## src/rtl/seven_seg_scan_pkg.sv

```systemverilog
// -----------------------------------------------------------------------------
// seven_seg_scan_pkg
// Purpose : shared constants and types for the multiplexed seven-segment
//           scanner. Segment codes are active-low {dp,g,f,e,d,c,b,a} with the
//           decimal point off (bit 7 = 1).
// Ports   : none (package).
// Config  : none here; the top honours SEVEN_SEG_BLINK_EN.
// -----------------------------------------------------------------------------
package seven_seg_scan_pkg;

  // All segments and decimal point off.
  localparam logic [7:0] SEG_BLANK = 8'hFF;

  // Active-low segment patterns per hex value, dp off.
  localparam logic [7:0] SEG_HEX_0 = 8'hC0;
  localparam logic [7:0] SEG_HEX_1 = 8'hF9;
  localparam logic [7:0] SEG_HEX_2 = 8'hA4;
  localparam logic [7:0] SEG_HEX_3 = 8'hB0;
  localparam logic [7:0] SEG_HEX_4 = 8'h99;
  localparam logic [7:0] SEG_HEX_5 = 8'h92;
  localparam logic [7:0] SEG_HEX_6 = 8'h82;
  localparam logic [7:0] SEG_HEX_7 = 8'hF8;
  localparam logic [7:0] SEG_HEX_8 = 8'h80;
  localparam logic [7:0] SEG_HEX_9 = 8'h90;
  localparam logic [7:0] SEG_HEX_A = 8'h88;
  localparam logic [7:0] SEG_HEX_B = 8'h83;
  localparam logic [7:0] SEG_HEX_C = 8'hC6;
  localparam logic [7:0] SEG_HEX_D = 8'hA1;
  localparam logic [7:0] SEG_HEX_E = 8'h86;
  localparam logic [7:0] SEG_HEX_F = 8'h8E;

  // What the current slot should drive on the pins.
  typedef enum logic [1:0] {
    PH_BLANK = 2'd0,  // anti-ghosting window at slot start
    PH_LIT   = 2'd1,  // digit enabled: drive its column and segments
    PH_DARK  = 2'd2   // digit disabled (or blinked off): stay dark
  } slot_phase_e;

  // Combine a 7-bit active-low segment pattern with an active-high dp request.
  function automatic logic [7:0] seg_with_dp(input logic [6:0] seg_n, input logic dp_on);
    return {~dp_on, seg_n};
  endfunction

endpackage

```

## src/rtl/seven_seg_scan_if.sv

```systemverilog
// -----------------------------------------------------------------------------
// seven_seg_scan_if
// Purpose : groups the load-side data bus and the pin-side outputs of the
//           scanner.
// Signals : load (1-cycle capture strobe), digit_data (4 bits per digit),
//           digit_en / dp_en / blink (per-digit masks), display_column
//           (active-low columns), out (active-low segments, out[7]=dp),
//           frame_done (1-cycle frame boundary pulse).
// Modports: master = controller driving data, slave = scanner.
// -----------------------------------------------------------------------------
interface seven_seg_scan_if #(
  parameter int NUM_DIGITS = 8
);
  logic                      load;
  logic [4*NUM_DIGITS-1:0]   digit_data;
  logic [NUM_DIGITS-1:0]     digit_en;
  logic [NUM_DIGITS-1:0]     dp_en;
  logic [NUM_DIGITS-1:0]     blink;
  logic [NUM_DIGITS-1:0]     display_column;
  logic [7:0]                out;
  logic                      frame_done;

  modport master (
    output load, digit_data, digit_en, dp_en, blink,
    input  display_column, out, frame_done
  );

  modport slave (
    input  load, digit_data, digit_en, dp_en, blink,
    output display_column, out, frame_done
  );
endinterface

```

## src/rtl/seven_seg_scan_decode.sv

```systemverilog
// -----------------------------------------------------------------------------
// seven_seg_decode
// Purpose : combinational hex nibble to active-low 7-segment pattern.
// Ports   : hex   in  4  value 0..F
//           seg_n out 7  {g,f,e,d,c,b,a}, active-low
// -----------------------------------------------------------------------------
module seven_seg_decode
  import seven_seg_scan_pkg::*;
(
  input  logic [3:0] hex,
  output logic [6:0] seg_n
);

  // Table lookup of the segment pattern for one nibble.
  always_comb begin
    seg_n = SEG_BLANK[6:0];
    case (hex)
      4'h0:    seg_n = SEG_HEX_0[6:0];
      4'h1:    seg_n = SEG_HEX_1[6:0];
      4'h2:    seg_n = SEG_HEX_2[6:0];
      4'h3:    seg_n = SEG_HEX_3[6:0];
      4'h4:    seg_n = SEG_HEX_4[6:0];
      4'h5:    seg_n = SEG_HEX_5[6:0];
      4'h6:    seg_n = SEG_HEX_6[6:0];
      4'h7:    seg_n = SEG_HEX_7[6:0];
      4'h8:    seg_n = SEG_HEX_8[6:0];
      4'h9:    seg_n = SEG_HEX_9[6:0];
      4'hA:    seg_n = SEG_HEX_A[6:0];
      4'hB:    seg_n = SEG_HEX_B[6:0];
      4'hC:    seg_n = SEG_HEX_C[6:0];
      4'hD:    seg_n = SEG_HEX_D[6:0];
      4'hE:    seg_n = SEG_HEX_E[6:0];
      4'hF:    seg_n = SEG_HEX_F[6:0];
      default: seg_n = SEG_BLANK[6:0];
    endcase
  end

endmodule

```

## src/rtl/seven_seg_scan.sv

```systemverilog
// -----------------------------------------------------------------------------
// seven_seg_scan
// Purpose : time-multiplexed N-digit seven-segment scanner. New data is
//           captured into a pending buffer on load and promoted to the active
//           buffer only at a frame boundary, so a frame never mixes old and
//           new content. Each slot begins with BLANK_CYC cycles of all columns
//           off to suppress ghosting.
// Ports   : clk    in  system clock
//           reset  in  asynchronous, active-high
//           bus    slave modport of seven_seg_scan_if (load/data/masks in,
//                  display_column/out/frame_done out)
// Config  : SEVEN_SEG_BLINK_EN - when defined, a frame counter blanks digits
//           with blink set during the second half of each blink period.
// -----------------------------------------------------------------------------
module seven_seg_scan
  import seven_seg_scan_pkg::*;
#(
  parameter int NUM_DIGITS   = 8,
  parameter int REFRESH_DIV  = 50000,
  parameter int BLANK_CYC    = 2,
  parameter int BLINK_FRAMES = 64
) (
  input  logic           clk,
  input  logic           reset,
  seven_seg_scan_if.slave bus
);

  localparam int PW = (REFRESH_DIV > 1) ? $clog2(REFRESH_DIV) : 1;
  localparam int IW = $clog2(NUM_DIGITS);
  localparam logic [PW-1:0]         PRESC_LAST = PW'(REFRESH_DIV - 1);
  localparam logic [IW-1:0]         IDX_LAST   = IW'(NUM_DIGITS - 1);
  localparam logic [NUM_DIGITS-1:0] COL_OFF    = {NUM_DIGITS{1'b1}};

  // Scan position.
  logic [PW-1:0] presc_q, presc_d;
  logic [IW-1:0] idx_q, idx_d;
  logic          slot_tick_s, frame_tick_s;

  // Double buffer.
  logic [4*NUM_DIGITS-1:0] act_data_q, act_data_d, pend_data_q, pend_data_d;
  logic [NUM_DIGITS-1:0]   act_en_q, act_en_d, pend_en_q, pend_en_d;
  logic [NUM_DIGITS-1:0]   act_dp_q, act_dp_d, pend_dp_q, pend_dp_d;
  logic                    pend_vld_q, pend_vld_d;

  // Registered pin drivers.
  logic [NUM_DIGITS-1:0] col_q, col_d;
  logic [7:0]            seg_q, seg_d;
  logic                  fd_q, fd_d;

  // Per-slot decode.
  logic [3:0]   nibble_s;
  logic [6:0]   hex_seg_s;
  logic         digit_lit_s;
  slot_phase_e  phase_s;

  // Prescaler and slot index advance; frame_done is timed from the next state
  // so the registered pulse lines up with the boundary cycle itself.
  always_comb begin
    slot_tick_s  = (presc_q == PRESC_LAST);
    frame_tick_s = slot_tick_s && (idx_q == IDX_LAST);
    presc_d      = presc_q;
    idx_d        = idx_q;
    if (slot_tick_s) begin
      presc_d = {PW{1'b0}};
      if (idx_q == IDX_LAST) begin
        idx_d = {IW{1'b0}};
      end else begin
        idx_d = idx_q + {{(IW-1){1'b0}}, 1'b1};
      end
    end else begin
      presc_d = presc_q + {{(PW-1){1'b0}}, 1'b1};
    end
    fd_d = (presc_d == PRESC_LAST) && (idx_d == IDX_LAST);
  end

`ifdef SEVEN_SEG_BLINK_EN
  localparam int BW = (2 * BLINK_FRAMES > 1) ? $clog2(2 * BLINK_FRAMES) : 1;
  localparam logic [BW-1:0] BLINK_LAST = BW'(2 * BLINK_FRAMES - 1);
  localparam logic [BW-1:0] BLINK_HALF = BW'(BLINK_FRAMES);

  logic [BW-1:0]         blink_cnt_q, blink_cnt_d;
  logic [NUM_DIGITS-1:0] act_blink_q, act_blink_d, pend_blink_q, pend_blink_d;
  logic                  blink_off_s;

  // Frame counter across one full blink period plus blink mask buffering,
  // which follows exactly the same promotion rules as digit_en.
  always_comb begin
    blink_cnt_d  = blink_cnt_q;
    act_blink_d  = act_blink_q;
    pend_blink_d = pend_blink_q;
    if (frame_tick_s) begin
      if (blink_cnt_q == BLINK_LAST) begin
        blink_cnt_d = {BW{1'b0}};
      end else begin
        blink_cnt_d = blink_cnt_q + {{(BW-1){1'b0}}, 1'b1};
      end
    end else begin
      blink_cnt_d = blink_cnt_q;
    end
    if (frame_tick_s && bus.load) begin
      act_blink_d = bus.blink;
    end else if (frame_tick_s && pend_vld_q) begin
      act_blink_d = pend_blink_q;
    end else if (bus.load) begin
      pend_blink_d = bus.blink;
    end else begin
      pend_blink_d = pend_blink_q;
    end
    blink_off_s = (blink_cnt_q >= BLINK_HALF);
  end

  // Blink state registers.
  always_ff @(posedge clk or posedge reset) begin
    if (reset) begin
      blink_cnt_q  <= {BW{1'b0}};
      act_blink_q  <= {NUM_DIGITS{1'b0}};
      pend_blink_q <= {NUM_DIGITS{1'b0}};
    end else begin
      blink_cnt_q  <= blink_cnt_d;
      act_blink_q  <= act_blink_d;
      pend_blink_q <= pend_blink_d;
    end
  end

  // A blinking digit in its off half-period behaves as disabled.
  always_comb begin
    digit_lit_s = act_en_q[idx_q] && !(act_blink_q[idx_q] && blink_off_s);
  end
`else
  logic cfg_unused;

  // Blink input and period are accepted but have no effect in this build.
  assign cfg_unused = ^{bus.blink, BLINK_FRAMES[0]};

  // Digit visibility comes straight from the active enable mask.
  always_comb begin
    digit_lit_s = act_en_q[idx_q];
  end
`endif

  // Double buffer: a load on the boundary bypasses straight to active;
  // otherwise pending data is promoted on the boundary, and loads in between
  // just overwrite the pending copy.
  always_comb begin
    act_data_d  = act_data_q;
    act_en_d    = act_en_q;
    act_dp_d    = act_dp_q;
    pend_data_d = pend_data_q;
    pend_en_d   = pend_en_q;
    pend_dp_d   = pend_dp_q;
    pend_vld_d  = pend_vld_q;
    if (frame_tick_s && bus.load) begin
      act_data_d = bus.digit_data;
      act_en_d   = bus.digit_en;
      act_dp_d   = bus.dp_en;
      pend_vld_d = 1'b0;
    end else if (frame_tick_s && pend_vld_q) begin
      act_data_d = pend_data_q;
      act_en_d   = pend_en_q;
      act_dp_d   = pend_dp_q;
      pend_vld_d = 1'b0;
    end else if (bus.load) begin
      pend_data_d = bus.digit_data;
      pend_en_d   = bus.digit_en;
      pend_dp_d   = bus.dp_en;
      pend_vld_d  = 1'b1;
    end else begin
      pend_vld_d = pend_vld_q;
    end
  end

  seven_seg_decode u_decode (
    .hex   (nibble_s),
    .seg_n (hex_seg_s)
  );

  // Pick the current slot's nibble and decide what the pins show next cycle.
  always_comb begin
    nibble_s = act_data_q[{idx_q, 2'b00} +: 4];
    if (int'(presc_q) < BLANK_CYC) begin
      phase_s = PH_BLANK;
    end else if (digit_lit_s) begin
      phase_s = PH_LIT;
    end else begin
      phase_s = PH_DARK;
    end
    col_d = COL_OFF;
    seg_d = SEG_BLANK;
    case (phase_s)
      PH_LIT: begin
        col_d[idx_q] = 1'b0;
        seg_d        = seg_with_dp(hex_seg_s, act_dp_q[idx_q]);
      end
      PH_BLANK, PH_DARK: begin
        col_d = COL_OFF;
        seg_d = SEG_BLANK;
      end
      default: begin
        col_d = COL_OFF;
        seg_d = SEG_BLANK;
      end
    endcase
  end

  // State and output registers.
  always_ff @(posedge clk or posedge reset) begin
    if (reset) begin
      presc_q     <= {PW{1'b0}};
      idx_q       <= {IW{1'b0}};
      act_data_q  <= {(4*NUM_DIGITS){1'b0}};
      act_en_q    <= {NUM_DIGITS{1'b0}};
      act_dp_q    <= {NUM_DIGITS{1'b0}};
      pend_data_q <= {(4*NUM_DIGITS){1'b0}};
      pend_en_q   <= {NUM_DIGITS{1'b0}};
      pend_dp_q   <= {NUM_DIGITS{1'b0}};
      pend_vld_q  <= 1'b0;
      col_q       <= COL_OFF;
      seg_q       <= SEG_BLANK;
      fd_q        <= 1'b0;
    end else begin
      presc_q     <= presc_d;
      idx_q       <= idx_d;
      act_data_q  <= act_data_d;
      act_en_q    <= act_en_d;
      act_dp_q    <= act_dp_d;
      pend_data_q <= pend_data_d;
      pend_en_q   <= pend_en_d;
      pend_dp_q   <= pend_dp_d;
      pend_vld_q  <= pend_vld_d;
      col_q       <= col_d;
      seg_q       <= seg_d;
      fd_q        <= fd_d;
    end
  end

  assign bus.display_column = col_q;
  assign bus.out            = seg_q;
  assign bus.frame_done     = fd_q;

endmodule

```

## src/flat_wrapper.sv

```systemverilog
// flat-port wrapper written by rule: the top's interface ports become plain ports
module seven_seg_scan_flat import seven_seg_scan_pkg::*;
#(
  parameter int NUM_DIGITS   = 8,
  parameter int REFRESH_DIV  = 50000,
  parameter int BLANK_CYC    = 2,
  parameter int BLINK_FRAMES = 64
)
  (clk, reset, bus_load, bus_digit_data, bus_digit_en, bus_dp_en, bus_blink, bus_display_column, bus_out, bus_frame_done);
  seven_seg_scan_if #(.NUM_DIGITS(NUM_DIGITS)) bus_i ();
  input  logic clk;
  input  logic reset;
  input wire logic [$bits(bus_i.load)-1:0] bus_load;
  input wire logic [$bits(bus_i.digit_data)-1:0] bus_digit_data;
  input wire logic [$bits(bus_i.digit_en)-1:0] bus_digit_en;
  input wire logic [$bits(bus_i.dp_en)-1:0] bus_dp_en;
  input wire logic [$bits(bus_i.blink)-1:0] bus_blink;
  output wire logic [$bits(bus_i.display_column)-1:0] bus_display_column;
  output wire logic [$bits(bus_i.out)-1:0] bus_out;
  output wire logic [$bits(bus_i.frame_done)-1:0] bus_frame_done;
  assign bus_i.load = bus_load;
  assign bus_i.digit_data = bus_digit_data;
  assign bus_i.digit_en = bus_digit_en;
  assign bus_i.dp_en = bus_dp_en;
  assign bus_i.blink = bus_blink;
  assign bus_display_column = bus_i.display_column;
  assign bus_out = bus_i.out;
  assign bus_frame_done = bus_i.frame_done;
  seven_seg_scan #(.NUM_DIGITS(NUM_DIGITS), .REFRESH_DIV(REFRESH_DIV), .BLANK_CYC(BLANK_CYC), .BLINK_FRAMES(BLINK_FRAMES)) u_core (.clk(clk), .reset(reset), .bus(bus_i));
endmodule
```

## config.mk

```make
export PLATFORM = sky130hd
export DESIGN_NAME = seven_seg_scan_flat
export DESIGN_NICKNAME = d
export VERILOG_FILES = /design/src/rtl/seven_seg_scan_pkg.sv /design/src/rtl/seven_seg_scan_if.sv /design/src/rtl/seven_seg_scan_decode.sv /design/src/rtl/seven_seg_scan.sv /design/src/flat_wrapper.sv
export SDC_FILE = /design/constraint.sdc
export NUM_CORES = 1
export LEC_CHECK = 0
export CORE_MARGIN = 5
export CORE_UTILIZATION = 56
export CTS_CLUSTER_SIZE = 20
export DETAILED_ROUTE_END_ITERATION = 16
export PLACE_DENSITY = 0.78
export REMOVE_ABC_BUFFERS = 1
export SLEW_MARGIN = 20
export SYNTH_ARGS = -nofsm -noshare
export SYNTH_HDL_FRONTEND = slang
export SYNTH_SLANG_ARGS = --single-unit
export TNS_END_PERCENT = 5
```

## constraint.sdc

```tcl
create_clock -name clk -period 6 [get_ports clk]
set_input_delay 1.2 -clock clk [delete_from_list [all_inputs] [get_ports clk]]
set_output_delay 1.2 -clock clk [all_outputs]
set_load 0.02 [all_outputs]
```

### Word level (Yosys, flattened, before mapping)

Memories as Yosys holds them, arrays and structs flattened.
Index checks and enable logic that the tools add are counted.

* add/sub/neg operators: 2
* magnitude comparators: 3
* equality and inequality tests: 5
* shift operators: 1
* mux-type cells: 22
* bitwise logic cells: 4
* reductions and logical operators: 8

Operators by type and width (count)
* two-way mux 32 bit: 2
* two-way mux 8 bit: 6
* equality test 16 bit (second input constant): 2
* indexed part select 32 x 6 -> 4 bit: 1
* adder 16 x 1 -> 16 bit (second input constant): 1
* less-than comparator 16 x 2 -> 1 bit (second input constant): 1
* two-way mux 16 bit: 1
* inverter 8 bit: 1
* binary-select mux 1 bit (select 3 bit): 2
* equality test 3 bit (second input constant): 2
* two-way mux 1 bit: 6
* two-way mux 3 bit: 2
* logical AND 1 bit: 5
* less-than comparator 3 x 4 -> 1 bit (second input constant): 1
* two-way mux 2 bit: 2
* adder 3 x 1 -> 3 bit (second input constant): 1
* demux 1 bit (select 3 bit): 1
* greater-or-equal comparator 3 x 1 -> 1 bit (second input constant): 1
* inverter 1 bit: 3
* AND reduction 3 bit: 1
* nonzero test 3 bit: 1
* equality test 2 x 1 -> 1 bit (second input constant): 1
* nonzero test 2 bit: 1

* register bits: 133
* bits in read-only memories: 112
* output and inout port bits: 17
* memories kept: 1

Memories
* (name not given): words 16, bits a word 7, read ports 1, clocked after memory_dff 0, write ports 0, RTL line seven_seg_scan_decode.sv:17 `case (hex)`

### Depth between registers and ports, before layout

Gate-level depths: netlist (run 1).

* word-level depth: 6
* gate-level depth with buffers: 11
* gate-level depth less buffers: 9

### Hierarchy

Synthesis (run 1) repeated with hierarchy kept, for this count alone.

* cell total of the unflattened synthesis: 553
* area, all modules: 6437.4 um^2

By module, submodules not included
* seven_seg_scan: times used 1, cells each 522, area an instance 6175.9 um^2
* seven_seg_decode: times used 1, cells each 31, area an instance 261.5 um^2

### Worst setup path after synthesis (run 1)

Ideal clock, no wire load.

* path kind: flip-flop to flip-flop
* start point: register u_core.idx_q[2]
* end point: register u_core.seg_q[3], in the netlist u_core.bus.out[3]
* library setup time: 0.090 ns
* arrival time: 2.415 ns
* required time: 5.910 ns
* setup slack: 3.495 ns
* stages on the path, launching flop included: 11
* path through: dfrtp_1 buf_4 buf_4 clkinv_1 nor2_1 a221o_1 a21oi_1 inv_1 ha_1 mux4_2 nand2b_1

* cells in the longest elaborated chain, start to end: 6

Ends and longest elaborated chain
* start: declaration: RTL line seven_seg_scan.sv:36 `logic [IW-1:0] idx_q, idx_d;`
* start signal: assignment: RTL line seven_seg_scan.sv:209 `idx_q <= {IW{1'b0}};`
* start signal: assignment: RTL line seven_seg_scan.sv:222 `idx_q <= idx_d;`
* parallel branches: the longest is 5 deep, another holds memory read (16 x 7 bit)
* two-way mux 8 bit *: RTL line seven_seg_scan.sv:189 `case (phase_s)`
* named net u_core.seg_d[3]: RTL line seven_seg_scan.sv:47 `logic [7:0] seg_q, seg_d;`
* end signal: assignment: RTL line seven_seg_scan.sv:231 `seg_q <= seg_d;`
* end: declaration: RTL line seven_seg_scan.sv:47

Mark *: on every way through the listed nets, which the timed path passes. The select of a mux whose other input is x is not followed.
A chain may end at the register's enable or synchronous reset.

### Worst setup path in the final report (run 1)

* start point: input port bus_load
* end point: register u_core.pend_data_q[1]

* cells in the longest elaborated chain, start to end: 3

Ends and longest elaborated chain
* start: declaration: RTL line flat_wrapper.sv:13 `input wire logic [$bits(bus_i.load)-1:0] bus_load;`
* logical AND 1 bit: RTL line seven_seg_scan.sv:152 `if (frame_tick_s && bus.load) begin`
* inverter 1 bit (no line)
* AND reduction 3 bit (no line) *
* end signal: assignment: RTL line seven_seg_scan.sv:213 `pend_data_q <= {(4*NUM_DIGITS){1'b0}};`
* end signal: assignment: RTL line seven_seg_scan.sv:226 `pend_data_q <= pend_data_d;`
* end: declaration: RTL line seven_seg_scan.sv:40 `logic [4*NUM_DIGITS-1:0] act_data_q, act_data_d, pend_data_q, pend_data_d;`

Every way passes the cells marked *; elsewhere a longest branch is shown, timed or not.

==> metrics.md, run 1 <==
| Metric | Value |
|---|---|
| Sequential area share after synthesis | 53.90% |
| Clk_lat worst skew | around 0.52 ns |
| CTS Hold Bufs | 0 |
| Worst VDD drop | 258.7 µV |
| Clock transition at the registers of the reported paths | 0.06 ns |
| Post-synth EDFFs | 0 |
| Worst path max stage delay | 0.66 ns |
| Final Util | ~69% |
| Core area | ~11000 µm² |
| Routed len/inst | 18.07 µm |
| Starting Density | 57.31% |
| Max Slew Vio Count | 0 |
| Post-Syn Area | 6212 µm² |
| Crit-path cells | clkdlybuf4s50_1 -> inv_1 -> buf_4 -> a21oi_4 -> buf_4 -> mux2_2 |
| # nets final | 681 |
| Most frequent CP cell | buf_4 |
| Fmax | 0.3090 GHz |
| Share of layout cells above drive strength 1 | 19.49% |
| CTS tree | built |
| Final Cycle Share | 53.93% |
| Final WS setup | 2.764 ns |
| Dpl ws | 2.264 ns |
| Fraction of registers with async set/reset | 100.0% |
| Vias | 4578 |
| All-Layer GR Usage | 21.82% |
| Setup TNS | 0 ns |
| CP Capture Type | flop |
| CP Class | input pin to flop |
| Clock buffer depth | 2 |
| Min-delay src | u_core.act_en_q[0] |
| CTS HTree Levels | 4 |
| Pwr dens | between 200 and 300 nW/µm² |
| Reg-to-reg startpoint | u_core.idx_q[0] |
| Root buffer selected by CTS | clkbuf_8 |
| Critical path's slowest cell | a21oi_4 |
| Outcome | finished, final reports clean |
| Unrepaired setup endpoints after global routing | no |
| Overflow after GRT | 0 |
| Crit path max-delay family | buffers and inverters |
| Setup bufs post-CTS | 0 |
| Min Tclk post-route | 3.236 ns |
| Yosys cell types | 57 |
| Number of max-cap violations | 0 |
| Routed Antenna Nets | 0 |
| Diode count | 0 |
| First-pass GRT wire length | ~23000 µm |
| Final Non-Filler Cells | 766 |
| Worst-path fanout max | between 40 and 50 |
| DRC | 0 |
| Finish-stage setup viols | 0 |
| GP Congestion | 0.8824 |
| FF+latch area | 3348 µm² |
| Area Overhead vs Synth | 20.48% |
| Req. time, crit path | 6.40 ns |
| Mean post-synth cell area | about 11 µm² |
| Area of the multi-input gates | about 2600 µm² |
| Worst setup SP type | input pin |
| DRT Pass-1 Iters | 6 |
| Most frequent cells in the layout | dfrtp_1 (117), nand2_1 (75), clkdlybuf4s50_1 (67) |
| Crit path DAT | 3.64 ns |
| Most common cell after layout, fill and taps aside | dfrtp_1 |
| Commonest register cell after synthesis | dfrtp_1 |
| # clock sinks | around 130 |
| CP startpoint | bus_load |
| FP Rows | 38 |
| 1st-iter DRT viols | just over 300 |
| Fillers | 817 |
| Yosys reg bits | 133 |
| Worst path bufs/invs | 4 |
| Warnings from Yosys | 0 |
| Pleak | 3.078 nW |
| DIE WIDTH | approximately 120 µm |
| Min Hold Slack | 0.4810 ns |
| Post-Route WL | ~14000 µm |
| Largest net degree at the start of global routing | 97 |
| DIE HEIGHT | between 100 and 150 µm |
| Antenna violations before repair | 0 |
| Cells after Synth | 560 |
| PortBufs | between 60 and 70 |
| Final-report hold violation count | 0 |
| Vias in the first global route | about 4600 |
| Hold/Removal Path Class | flop to flop |
| Routed vias/inst | about 6.0 |
| Total die area | around 13000 µm² |
| Max-slew headroom | 27.73% |
| Top-Level Pins | 76 |
| Hpwl dp | 8668 µm |
| CTS Buf Count | 17 |
| Clock skew | 0.006694 ns |
| Dpl cells | 734 |
| Worst slew pin tran | 1.082 ns |
| Post_cts resized | 0 |
## flip-flops by register name, indices dropped and copies added, names as in the netlist, 3 cells and up
register,cells
u_core.pend_dp_q,8
u_core.pend_en_q,8
u_core.presc_q,16
u_core.bus.display_column,8
u_core.bus.out,8
u_core.idx_q,3
u_core.act_dp_q,8
u_core.act_data_q,32
u_core.pend_data_q,32
u_core.act_en_q,8
## stage by stage
stage               total power, W  instance area, µm²
floorplan                 0.001032                5954
global placement          0.001085                6852
detailed placement        0.001091                6852
CTS                       0.002176                7482
global route              0.002231                7485
finish                    0.002167                7485
## layer usage
metal	vias to the layer above	wire [µm]	share of wire [%]	GRT usage, %
met5	-	0	0	0
met4	0	259	1.9	7.121
met3	27	771	5.6	4.579
met2	156	6802	49	35.88
met1	2249	6008	43	29.12
li1	2146	-	-	-
## report_power, final
part	total, W	switching, W	leakage (nW)	internal, W
Sequential	0.000947	0.0000167	1.67	0.000930
Clock	0.00109	0.000383	0.303	0.000707
Combinational	0.000129	0.0000577	1.10	0.0000713
## path summary, 6_finish.rpt
path / endpoint / slack [ns] / cells after the start
worst max-delay path: u_core.pend_data_q[1] / 2.76 / 6
worst min-delay path: u_core.act_en_q[0] / 0.48 / 2
worst max register to register: u_core.bus.out[3] / 2.80 / 9
worst min register to register: u_core.act_en_q[0] / 0.48 / 2
max in group asynchronous: u_core.bus.out[3] / 3.74 / 3
min in group asynchronous: u_core.pend_data_q[30] / 1.22 / 2
## cell type report
class,count,share of cell area (%)
Clock buffer,20,6.085
Clock inverter,12,2.340
Inverter,13,0.7188
Multi-Input combinational cell,376,34.32
Sequential cell,133,44.73
Tap cell,140,2.340
Timing Repair Buffer,72,9.462
## worst register-to-register path, stage by stage (launching register included)
cell	delay, ns
dfrtp_1	0.76
or2_2	0.53
nor2_1	0.13
a31oi_1	0.07
o22ai_1	0.43
inv_1	0.19
ha_1	0.33
inv_1	0.04
mux4_2	0.44
nand2b_1	0.16
## synth_stat cells (8+ instances only)
library cell  count  area, µm²
o21ai_0          35      175.2
ha_1              9      112.6
clkbuf_1         12      45.04
nand4_1           8      50.05
mux2i_1          12      120.1
dfrtp_1         117       2928
buf_2            14      70.07
xor2_1            8      70.07
o22ai_1          54      337.8
inv_1            12      45.04
mux2_2           54      608.1
nand2_1          75      281.5
nor2_1           18      67.56
nand3_1          13      65.06
dfstp_2          16      420.4
o21ai_1          19      95.09
a21oi_1           8      40.04
## cells by family (layout without fill, tap and decap cells)
kind of cell             count (synthesis)  after routing  synth area share (%)
multiplexers                            67             67                 12.08
adder cells (fa/ha/maj)                  9              9                 1.813
XOR/XNOR                                11             11                 1.551
AND/OR/NAND/NOR                        148            148                 11.74
AO/OA/AOI/OAI                          141            141                 13.98
buffers and inverters                   51            117                 4.934
flip-flops                             133            133                 53.90
(Power assumes the default switching activity.)
==> run 2: changes to the inputs <==
- CORE_UTILIZATION: 56 -> 50
- PLACE_DENSITY: 0.78 -> 0.74
- clock period: 6 -> 2.8 ns (I/O delays scaled with it)
==> metrics.md, run 2 (synthesis gave the netlist of run 1 again) <==
| Metric | Value |
|---|---|
| First-pass GRT wire length | 23630 µm |
| All-Layer GR Usage | 20.39% |
| Routed len/inst | approximately 18 µm |
| PortBufs | between 60 and 70 |
| Grt met1 use | 26.15% |
| Most frequent cells in the layout | dfrtp_1 (116), nand2_1 (75), clkdlybuf4s50_1 (67) |
| DRT Pass-1 Iters | 5 |
| Min-delay src | u_core.act_data_q[14] |
| 1st-iter DRT viols | ~370 |
| Core area | roughly 12000 µm² |
| Max-slew headroom | between 50% and 60% |
| Worst-path fanout max | 16 |
| Switching share of power | roughly a fifth |
| Hpwl dp | about 9300 µm |
| Overflow after GRT | 0 |
| Number of max-cap violations | 0 |
| Most frequent CP cell | inv_1 |
| Worst Hold Depth | 2 |
| Worst path max stage delay | 0.80 ns |
| Worst slew pin tran | roughly 0.71 ns |
| Diode count | 0 |
| DIE HEIGHT | 121.5 µm |
| Most common cell after layout, fill and taps aside | dfrtp_1 |
| Min Tclk post-route | 2.625 ns |
| Fmax | around 0.38 GHz |
| Critical path's slowest cell | dfrtp_1 |
| Reg2reg path depth | 7 |
| GP Congestion | 0.8829 |
| Combinational Power Share | 5.7% |
| Clk_lat worst skew | 0.41 ns |
| Root buffer selected by CTS | clkbuf_16 |
| Total die area | ~15000 µm² |
| Clock buffer depth | 2 |
| Setup bufs post-CTS | 0 |
| Finish-stage setup viols | 0 |
| CTS Buf Count | 17 |
| Largest net degree at the start of global routing | 97 |
| Fillers | 969 |
| Clk pwr share | 53.1% |
| Hold/Removal Path Class | flop to flop |
| Pwr dens | 636.4 nW/µm² |
| GRT busiest layer | met2 |
| Critical path depth | 7 |
| Pleak | 3.200 nW |
| Worst VDD drop | 476.1 µV |
| Routed vias/inst | 5.639 |
| Met3 usage | 4.848% |
| Clock transition at the registers of the reported paths | 0.06 ns |
| Area Overhead vs Synth | 24.53% |
| Internal | around 0.0040 W |
| CTS tree | built |
| DRC | 0 |
| CP Capture Type | flop |
| Final instance area | 7736 µm² |
| Crit path max-delay family | flip-flops |
| Biggest regs | u_core.act_data_q x32, u_core.pend_data_q x32, u_core.presc_q x16 |
| Crit-path cells | inv_1 -> a221o_1 -> a21oi_1 -> inv_1 -> ha_1 -> mux4_2 -> nand2b_1 |
| Final-report hold violation count | 0 |
| Vias in the first global route | 4814 |
| Sequential Power Share | between 40 and 50% |
| CTS HTree Levels | 4 |
| Starting Density | between 50% and 60% |
| Antenna violations before repair | 0 |
| Pwr Total | 0.004923 W |
| # clock sinks | 133 |
| FP Rows | 40 |
| R2r endpoint | u_core.bus.out[3] |
| P_sw | 0.0009621 W |
| DIE WIDTH | 121.5 µm |
| Routing usage on met2 | 33.78% |
| Unrepaired setup endpoints after global routing | no |
| Max Slew Vio Count | 0 |
| CP Class | flop to flop |
| Req. time, crit path | ~3.1 ns |
| Routed Antenna Nets | 0 |
| Post-Route WL | 14280 µm |
| Worst path bufs/invs | 2 |
| Vias | 4562 |
| Setup slack, reg-to-reg | 0.18 ns |
| Final Cycle Share | 93.75% |
| Outcome | finished, final reports clean |
| Crit path DAT | 2.96 ns |
| Hold Path Sink | u_core.act_data_q[14] |
| Placed Area | 7037 µm² |
| Share of layout cells above drive strength 1 | a little over a fifth |
| Worst setup SP type | flop |
| # nets final | ~700 |
| Top-Level Pins | 76 |
| Reg-to-reg startpoint | u_core.idx_q[1] |
| Clock skew | 0.009182 ns |
==> run 2: metrics by stage <==
step / hold WS [ns] / setup TNS, ns / utilization, % / setup slack (ns) / std cells
global route: 0.4890 / 0 / 63.87 / 0.008786 / 809
global placement: 0.4576 / 0 / 58.10 / 0.1913 / 777
detailed placement: 0.4672 / 0 / 58.10 / 0.07057 / 777
floorplan: 0.4444 / -246.42 / - / -1.288 / 522
CTS: 0.4795 / 0 / 63.81 / 0.05886 / 809
finish: 0.4724 / 0 / 63.87 / 0.1751 / 809
==> run 2: power by group through the flow <==
stage	combinational, W	clock [W]	sequential [W]
finish	0.000282	0.00261	0.00203
global route	0.000311	0.00273	0.00204
floorplan	0.000159	0	0.00205
detailed placement	0.000284	0	0.00206
CTS	0.000285	0.00263	0.00203
global placement	0.000275	0	0.00206
==> run 2: per-layer routing <==
metal,up-vias,share of wire [%]
li1,2166,-
met1,2261,43
met2,120,51
met3,15,4.8
met4,0,1.3
met5,-,0
==> run 2: cell type report <==
cell class | count | area (µm²) | area share, %
multi-input cells | 376 | 2575 | 33.28
clock inverters | 9 | 224.0 | 2.895
repair buffers | 87 | 858.3 | 11.09
flip-flops and latches | 133 | 3349 | 43.30
clock buffers | 23 | 467.9 | 6.049
inverters | 13 | 51.30 | 0.6631
well taps | 168 | 210.2 | 2.717
==> run 2: worst max-delay path by stage <==
stage | startpoint | end | slack (ns)
finish | u_core.idx_q[1] | u_core.bus.out[3] | 0.18
global route | u_core.idx_q[1] | u_core.bus.out[3] | 0.009
CTS | u_core.idx_q[0] | u_core.bus.out[3] | 0.06
detailed placement | u_core.idx_q[0] | u_core.bus.out[3] | 0.07
global placement | u_core.idx_q[0] | u_core.bus.out[3] | 0.19
floorplan | reset | u_core.act_data_q[0] | -1.29
==> run 2: timing repair <==
item | CTS | global route
endpoints found under the setup margin | 0 | 1
hold buffers | 0 | 0
endpoints found under the hold margin | 0 | 0
gates resized for setup | 0 | 2
==> run 2: tightest hold or removal path: cells and delay by family (launching register included) <==
kind             cells  cell delay (ns)
AO/OA/AOI/OAI        1             0.05
AND/OR/NAND/NOR      1             0.04
flip-flops           1             0.34
